--- src/rtl/microwave_pkg.sv ---
// Shared widths, FSM state encoding and key-code helpers for the microwave
// front-end blocks.
package microwave_pkg;

  localparam int KEY_W   = 10;
  localparam int DIGIT_W = 4;

  typedef enum logic [1:0] {
    ST_IDLE       = 2'd0,
    ST_PRESS_DB   = 2'd1,
    ST_HELD       = 2'd2,
    ST_RELEASE_DB = 2'd3
  } kp_state_t;

  // Only ever applied to one-hot codes, so the OR-merge yields the single index.
  function automatic logic [DIGIT_W-1:0] onehot_to_bcd(input logic [KEY_W-1:0] code);
    logic [DIGIT_W-1:0] bcd;
    bcd = '0;
    for (int i = 0; i < KEY_W; i++) begin
      if (code[i]) bcd = bcd | DIGIT_W'(i);
    end
    return bcd;
  endfunction

  // Clearing the lowest set bit leaves something only if two or more were set.
  function automatic logic popcount_gt1(input logic [KEY_W-1:0] code);
    return (code & (code - KEY_W'(1))) != '0;
  endfunction

endpackage

--- src/rtl/sync_ff.sv ---
// Single-bit multi-flop synchronizer with asynchronous active-high clear.
module sync_ff #(
  parameter int STAGES = 2
) (
  input  logic clk,
  input  logic clear,
  input  logic i_d,
  output logic o_q
);

  logic [STAGES-1:0] r_sync;

  always_ff @(posedge clk or posedge clear) begin
    if (clear) begin
      r_sync <= '0;
    end else begin
      r_sync <= {r_sync[STAGES-2:0], i_d};
    end
  end

  assign o_q = r_sync[STAGES-1];

endmodule

--- src/rtl/keypad_encoder.sv ---
// Debounces the raw 10-line keypad and emits one BCD digit strobe per
// physical press; second keys pressed during a hold are ignored.
module keypad_encoder
  import microwave_pkg::*;
#(
  parameter int DEBOUNCE_CYCLES = 3,
  parameter int SYNC_STAGES     = 2
) (
  input  logic               clk,
  input  logic               clear,
  input  logic [KEY_W-1:0]   keypad,
  output logic [DIGIT_W-1:0] digit,
  output logic               digit_valid,
  output logic               key_held,
  output logic               multi_key,
  output kp_state_t          o_dbg_state
);

  // digit_valid is a one-cycle strobe with no back-pressure: the consumer
  // must take digit on the cycle digit_valid is high; digit then holds.

  localparam logic [3:0] CNT_LAST = 4'(DEBOUNCE_CYCLES - 1);

  logic [KEY_W-1:0]   w_ks;
  logic               w_none;
  logic               w_multi;
  logic               w_one;

  kp_state_t          r_state;
  logic [3:0]         r_cnt;
  logic [KEY_W-1:0]   r_cand;
  logic [DIGIT_W-1:0] r_digit;
  logic               r_valid;
  logic               r_held;
  logic               r_multi;

  for (genvar g = 0; g < KEY_W; g++) begin : g_sync
    sync_ff #(.STAGES(SYNC_STAGES)) u_sync (
      .clk   (clk),
      .clear (clear),
      .i_d   (keypad[g]),
      .o_q   (w_ks[g])
    );
  end

  assign w_none  = (w_ks == '0);
  assign w_multi = popcount_gt1(w_ks);
  assign w_one   = !w_none && !w_multi;

  always_ff @(posedge clk or posedge clear) begin
    if (clear) begin
      r_state <= ST_IDLE;
      r_cnt   <= '0;
      r_cand  <= '0;
      r_digit <= '0;
      r_valid <= 1'b0;
      r_held  <= 1'b0;
      r_multi <= 1'b0;
    end else begin
      r_multi <= w_multi;
      r_valid <= 1'b0;
      case (r_state)
        ST_IDLE: begin
          if (w_one) begin
            r_cand  <= w_ks;
            r_cnt   <= 4'd1;
            r_state <= ST_PRESS_DB;
          end
        end
        ST_PRESS_DB: begin
          if (w_ks == r_cand) begin
            if (r_cnt == CNT_LAST) begin
              r_digit <= onehot_to_bcd(r_cand);
              r_valid <= 1'b1;
              r_held  <= 1'b1;
              r_state <= ST_HELD;
            end else begin
              r_cnt <= r_cnt + 4'd1;
            end
          end else begin
            r_state <= ST_IDLE;
          end
        end
        ST_HELD: begin
          // Any nonzero pattern keeps the hold; no rollover to a second key.
          if (w_none) begin
            r_cnt   <= 4'd1;
            r_state <= ST_RELEASE_DB;
          end
        end
        ST_RELEASE_DB: begin
          if (w_none) begin
            if (r_cnt == CNT_LAST) begin
              r_held  <= 1'b0;
              r_state <= ST_IDLE;
            end else begin
              r_cnt <= r_cnt + 4'd1;
            end
          end else begin
            r_state <= ST_HELD;
          end
        end
        default: r_state <= ST_IDLE;
      endcase
    end
  end

  assign digit       = r_digit;
  assign digit_valid = r_valid;
  assign key_held    = r_held;
  assign multi_key   = r_multi;
  assign o_dbg_state = r_state;

endmodule

--- config.mk ---
export PLATFORM = sky130hd
export DESIGN_NAME = keypad_encoder
export DESIGN_NICKNAME = d
export VERILOG_FILES = /design/src/rtl/microwave_pkg.sv /design/src/rtl/sync_ff.sv /design/src/rtl/keypad_encoder.sv
export SDC_FILE = /design/constraint.sdc
export NUM_CORES = 1
export LEC_CHECK = 0
export BUFFER_PORTS_ARGS = -buffer_cell sky130_fd_sc_hd__buf_2
export CORE_MARGIN = 1.5
export CORE_UTILIZATION = 56
export DETAILED_ROUTE_END_ITERATION = 7
export MAX_ROUTING_LAYER = met4
export PLACE_DENSITY_LB_ADDON = 0.15
export SLEW_MARGIN = 20
export SYNTH_ARGS = -nofsm -noshare
export SYNTH_HDL_FRONTEND = slang
export SYNTH_SLANG_ARGS = --single-unit
--- constraint.sdc ---
create_clock -name clk -period 2.9 [get_ports clk]
set_input_delay 0.29 -clock clk [delete_from_list [all_inputs] [get_ports clk]]
set_output_delay 0.29 -clock clk [all_outputs]
set_load 0.05 [all_outputs]
* Yosys cells after proc, flatten, opt, wreduce, memory -nomap -nowiden
Cells that the tools add are included.
W data, S select, Z words.
** Storage, ports and cells
- Bits of input ports :: 12
- Output and inout port bits :: 9
- Register bits :: 43
- Word-level logic and storage cells :: 75
** Operators by class
- Add/sub/neg operators :: 2
- Muxes and demuxes :: 30
- Reduce and logical (&&, ||, !) cells :: 12
- Equality and inequality tests :: 13
- Bitwise gates (word level) :: 1
** Operators by type and width (number)
- $mux W4 :: 7
- $mux W2 :: 8
- $pmux W4 S4 :: 1
- $mux W3 :: 4
- $ne A2 B2 Y1 const B :: 6
- $and A10 B10 Y10 :: 1
- $eq A10 B10 Y1 :: 1
- $logic_not A10 Y1 :: 1
- $reduce_bool A10 Y1 :: 1
- $sub A10 B1 Y10 const B :: 1
- $mux W1 :: 8
- $pmux W2 S4 :: 1
- $reduce_and A4 Y1 :: 2
- $ne A3 B3 Y1 const B :: 2
- $reduce_and A5 Y1 :: 1
- $add A4 B1 Y4 const B :: 1
- $eq A2 B2 Y1 const B :: 2
- $eq A4 B2 Y1 const B :: 1
- $reduce_and A3 Y1 :: 1
- $eq A2 B1 Y1 const B :: 1
- $logic_not A1 Y1 :: 2
- $logic_not A2 Y1 :: 1
- $pmux W1 S2 :: 1
- $reduce_and A2 Y1 :: 1
- 2 further kinds :: 2

* Logic depth before layout (Yosys ltp)
- Depth in word-level cells :: 9
- Gate-level depth with buffers :: 6
- Gate-level depth less buffers :: 6

* Hierarchy
A second synthesis with hierarchy kept.
** Second synthesis, totals
- Cell total of the unflattened synthesis :: 150
- Area, all modules :: 1784.2 um^2
** Modules (own cells, without submodules)
- keypad_encoder :: cells an instance 120, times used 1, area each 1246.2 um^2, sequential area each 575.6 um^2
- sync_ff :: cells an instance 3, times used 10, area each 53.8 um^2, sequential area each 50.0 um^2

* Least setup slack after synthesis
Ideal clock, no wire load.
- Kind :: register to register
- Start point :: reg r_state[0] (netlist: o_dbg_state[0])
- End point :: reg r_digit[0] (netlist: digit[0])
- Arrival time :: 2104 ps
- Path buffers :: 2
- Setup time :: 125 ps
- Data required time :: 2775 ps
- Setup slack :: 672 ps
- Cell stages (with the launch flop) :: 7
- Period minus slack after synthesis :: 2228 ps
- Path through :: dfrtp_1 buf_2 inv_1 nor4b_1 and4b_1 buf_2 mux2_2
** On the way
- Cells in the longest elaborated chain, start to end :: 2
** Ends and longest elaborated chain
- from (decl) :: line keypad_encoder.sv:29 : kp_state_t r_state;
- from (signal assigned) :: line keypad_encoder.sv:52 : r_state <= ST_IDLE;
- from (signal assigned) :: line keypad_encoder.sv:67 : r_state <= ST_PRESS_DB;
- from (signal assigned) :: line keypad_encoder.sv:76 : r_state <= ST_HELD;
- $eq A2 B1 Y1 :: line keypad_encoder.sv:62 : case (r_state)
- $reduce_and A3 Y1 (no source line)
- to (signal assigned) :: line keypad_encoder.sv:73 : r_digit <= onehot_to_bcd(r_cand);
- to (decl) :: line keypad_encoder.sv:32 : logic [DIGIT_W-1:0] r_digit;
Every way passes these cells.
A chain may end at the register's enable or synchronous reset.

* Final worst setup path
- Start point :: reg r_state[0] (netlist: o_dbg_state[0])
- End point :: reg r_cnt[1]
** On the way
- Cells in the longest elaborated chain, start to end :: 3
- Elaborated cells on any way between the ends :: 10
- Classes of those cells :: 7 x eq/ne; 1 x mux; 2 x reduce/logical
** Ends and longest elaborated chain
- $eq A2 B1 Y1 (tied with other cells) :: line keypad_encoder.sv:62
- $ne A2 B2 Y1 (no source line)
- $reduce_and A4 Y1 (no source line)
- to (signal assigned) :: line keypad_encoder.sv:78 : r_cnt <= r_cnt + 4'd1;
- to (signal assigned) :: line keypad_encoder.sv:97 : r_cnt <= r_cnt + 4'd1;
- to (decl) :: line keypad_encoder.sv:30 : logic [3:0] r_cnt;
Parallel ways exist; a longest one is shown, timed or not.

==> qor.yml <==
routing:
  first_iter_violations: 23
  drcViolationCount: 0
  drt_pass1_iterations: 4
  vias: 1126
  wirelength_microns: 2920
  avgViaCountPerCell: 5.52
  wl_per_cell_microns: 14.3
  ant_nets: 0
outcome:
  status: "finished, final reports clean"
grt:
  met2_usage_pct: 29.4
  use_met1_pct: 26.0
  met3_usage_pct: 7.42
  grt_usage_pct: 20.5
  top_usage_layer: "met2"
  grt_pass1_wl_microns: 5030
  grt_pass1_vias: 1099
  gr-total-overflow: 0
  antenna_found_initial: 0
  grt_max_degree: 44
synthesis:
  synth-main-ff-cell: "dfrtp_1"
  syn-num-nets: 146
  async_reset_ff_share_pct: 100
  netlist.area_leader.share_pct: 60.9
  synth_area_sq_um: 1770
  yosysUniqueCellTypes: 39
  syn_inst: 132
  synth_area_leaders: "dfrtp_1 (61%), mux2_2 (8.3%), xnor2_1 (5.0%)"
  yosysWarningCount: 0
  avgSynthCellArea_sq_um: 13.4
  yosysTopAreaCell: "dfrtp_1"
  synth_edf_count: 0
  ys_ff_latch: 43
  synth_seq_area_share_pct: 60.9
clocking:
  cts.sink_count: 43
  cts_htree_levels: 2
  cts_buffers: 5
  clockBufferDepth: 2
  clock_latency_ns: 0.35
  post_cts_resize_count: 0
  cts_tree: "yes"
  ctsHoldBuffers: 0
  cts_root_buf: "clkbuf_4"
  clk_pin_slew_ns: 0.12
  post-cts-setup-buffers: 0
worst_setup_path:
  crit_start: "o_dbg_state[0]"
  worstPathRequired_ns: 3.15
  start_kind: "flop"
  cp_max_fo: 9
  end_kind: "flop"
  ff2ff_path_depth: 5
  reg2reg_from: "o_dbg_state[0]"
  rrSetupSlack_ns: 0.66
  r2r-end: "r_cnt[1]"
  crit_arrival_ns: 2.49
  worstSetupPathType: "reg -> reg"
sta:
  finClkSkew_ns: 0.00672
  finalSetupTns_ns: 0
  rsz0062_at_grt: "false"
  finalCritPeriodShare_pct: 77.3
  finalSetupViolations: 0
  worstMarginPinSlew_ns: 0.752
  hold_violations: 0
  max_freq_mhz: 446
  period_minus_slack_ns: 2.24
  final_max_slew_viol_count: 0
  slew_headroom_pct: 49.9
floorplan:
  die_height_microns: 59.2
  core_area_sq_um: 3030
  pin_count: 21
  die_x_microns: 59.2
  initial_core_util_pct: 58.4
  die-area_sq_um: 3500
  row_count: 20
placement:
  dp.cells: 196
  post_dp_cell_area_sq_um: 1930
  portBuffers: 20
  globalplace.congestion: 0.803
  dp_hpwl_microns: 2070
power:
  leakage_uw: 0.000950
  worst_ir_drop_vdd_mv: 0.336
  power_density_nw_per_um2: 700
layout:
  area_growth_pct: 14.8
  drive_gt1_share_pct: 28.7
  utilization_pct: 67.0
  fillers: 240
  layoutNonFillerInstCount: 204
  nNetsFinal: 173
  fin_area_sq_um: 2030
  antenna_cells: 0
hold_path:
  hold_class: "in -> async"
flow_run:
  maxCapViolCount: 0
## worst max path at each step
stage | to | slack [ns]
after global routing | r_cnt[1] | 0.52
after global placement | r_cand[2] | 0.73
after floorplan | digit[0] | 0.67
after detailed placement | r_cand[9] | 0.71
final | r_cnt[1] | 0.66
after CTS | r_cnt[1] | 0.68
## final cells by class
cell class | count | area [sq um] | area share [%]
Multi-Input combinational cell | 81 | 659 | 32.5
Timing Repair Buffer | 22 | 115 | 5.67
Clock buffer | 6 | 41.3 | 2.03
Tap cell | 44 | 55.1 | 2.71
Sequential cell | 43 | 1080 | 53.0
Inverter | 6 | 22.5 | 1.11
Clock inverter | 2 | 60.1 | 2.96
## worst max-delay path, cell delays in order (launching register included)
cell and delay, ns:
dfrtp_1 0.52, inv_1 0.12, nor4b_1 0.66, a21oi_1 0.30
and4b_1 0.28, a211o_1 0.26
## state kept, by name, summed over array words and instances (netlist names)
signal	count
digit	4
o_dbg_state	2
g_sync.u_sync.r_sync	20
key_held	1
multi_key	1
digit_valid	1
r_cand	10
r_cnt	4
## cells by family (layout without fill, tap and decap cells)
family	count (synthesis)	after routing	share of synthesized area, %
adders and majority gates	3	3	1.98
muxes	14	14	8.85
DFF	43	43	60.9
AOI/OAI and AO/OA	22	22	10.3
xor gates and xnor gates	10	10	4.95
buffers and inverters	8	36	1.84
and+or+nand+nor	32	32	11.2
## per-layer routing
layer,part of all wire (%),routed length [microns]
met1,46,1330
met5,0,0
met2,47,1380
met4,2.3,67
met3,4.7,137
## Yosys cell counts, types with 2 or more instances
master and n:
a41o_1 3, o21a_1 2, nand4_1 2, nand2_1 6, buf_2 2, inv_1 6, nand3_1 2, dfrtp_1 43
mux2_2 13, or4_1 3, and4b_1 2, xnor2_1 10, nor2_1 7, nor4_1 3, a21oi_1 2, o2111ai_1 2
ha_1 2
## report_power, final
group          internal [uW]  leakage (uW)  switching [uW]
combinational            117      0.000363             131
clock                    269     0.0000525             180
sequential               657      0.000535            66.2
total                   1040      0.000950             377
## per-stage QoR
step	setup slack, ns	power [uW]	hold slack, ns
6_report	0.659	1420	0.0393
5_1_grt	0.517	1500	0.00801
4_1_cts	0.680	1430	0.0228
3_5_place_dp	0.710	981	0.335
3_3_place_gp	0.727	967	0.331
2_1_floorplan	0.672	911	0.321
## placed cells by master (no fill, tap or decap), drive strengths merged, types with 2 or more instances in the layout
master and count:
buf 22, bufinv 2, nand4 3, ha 2, nor2 7, inv 6
nand3 2, xnor2 10, o2111ai 2, a41o 3, and4b 2, clkbuf 6
nor3 2, or4 3, nor4 3, mux2 13, dfrtp 43, o21a 2
a21oi 2, nand2 6
No activity file was read; power rests on OpenSTA's default activity.
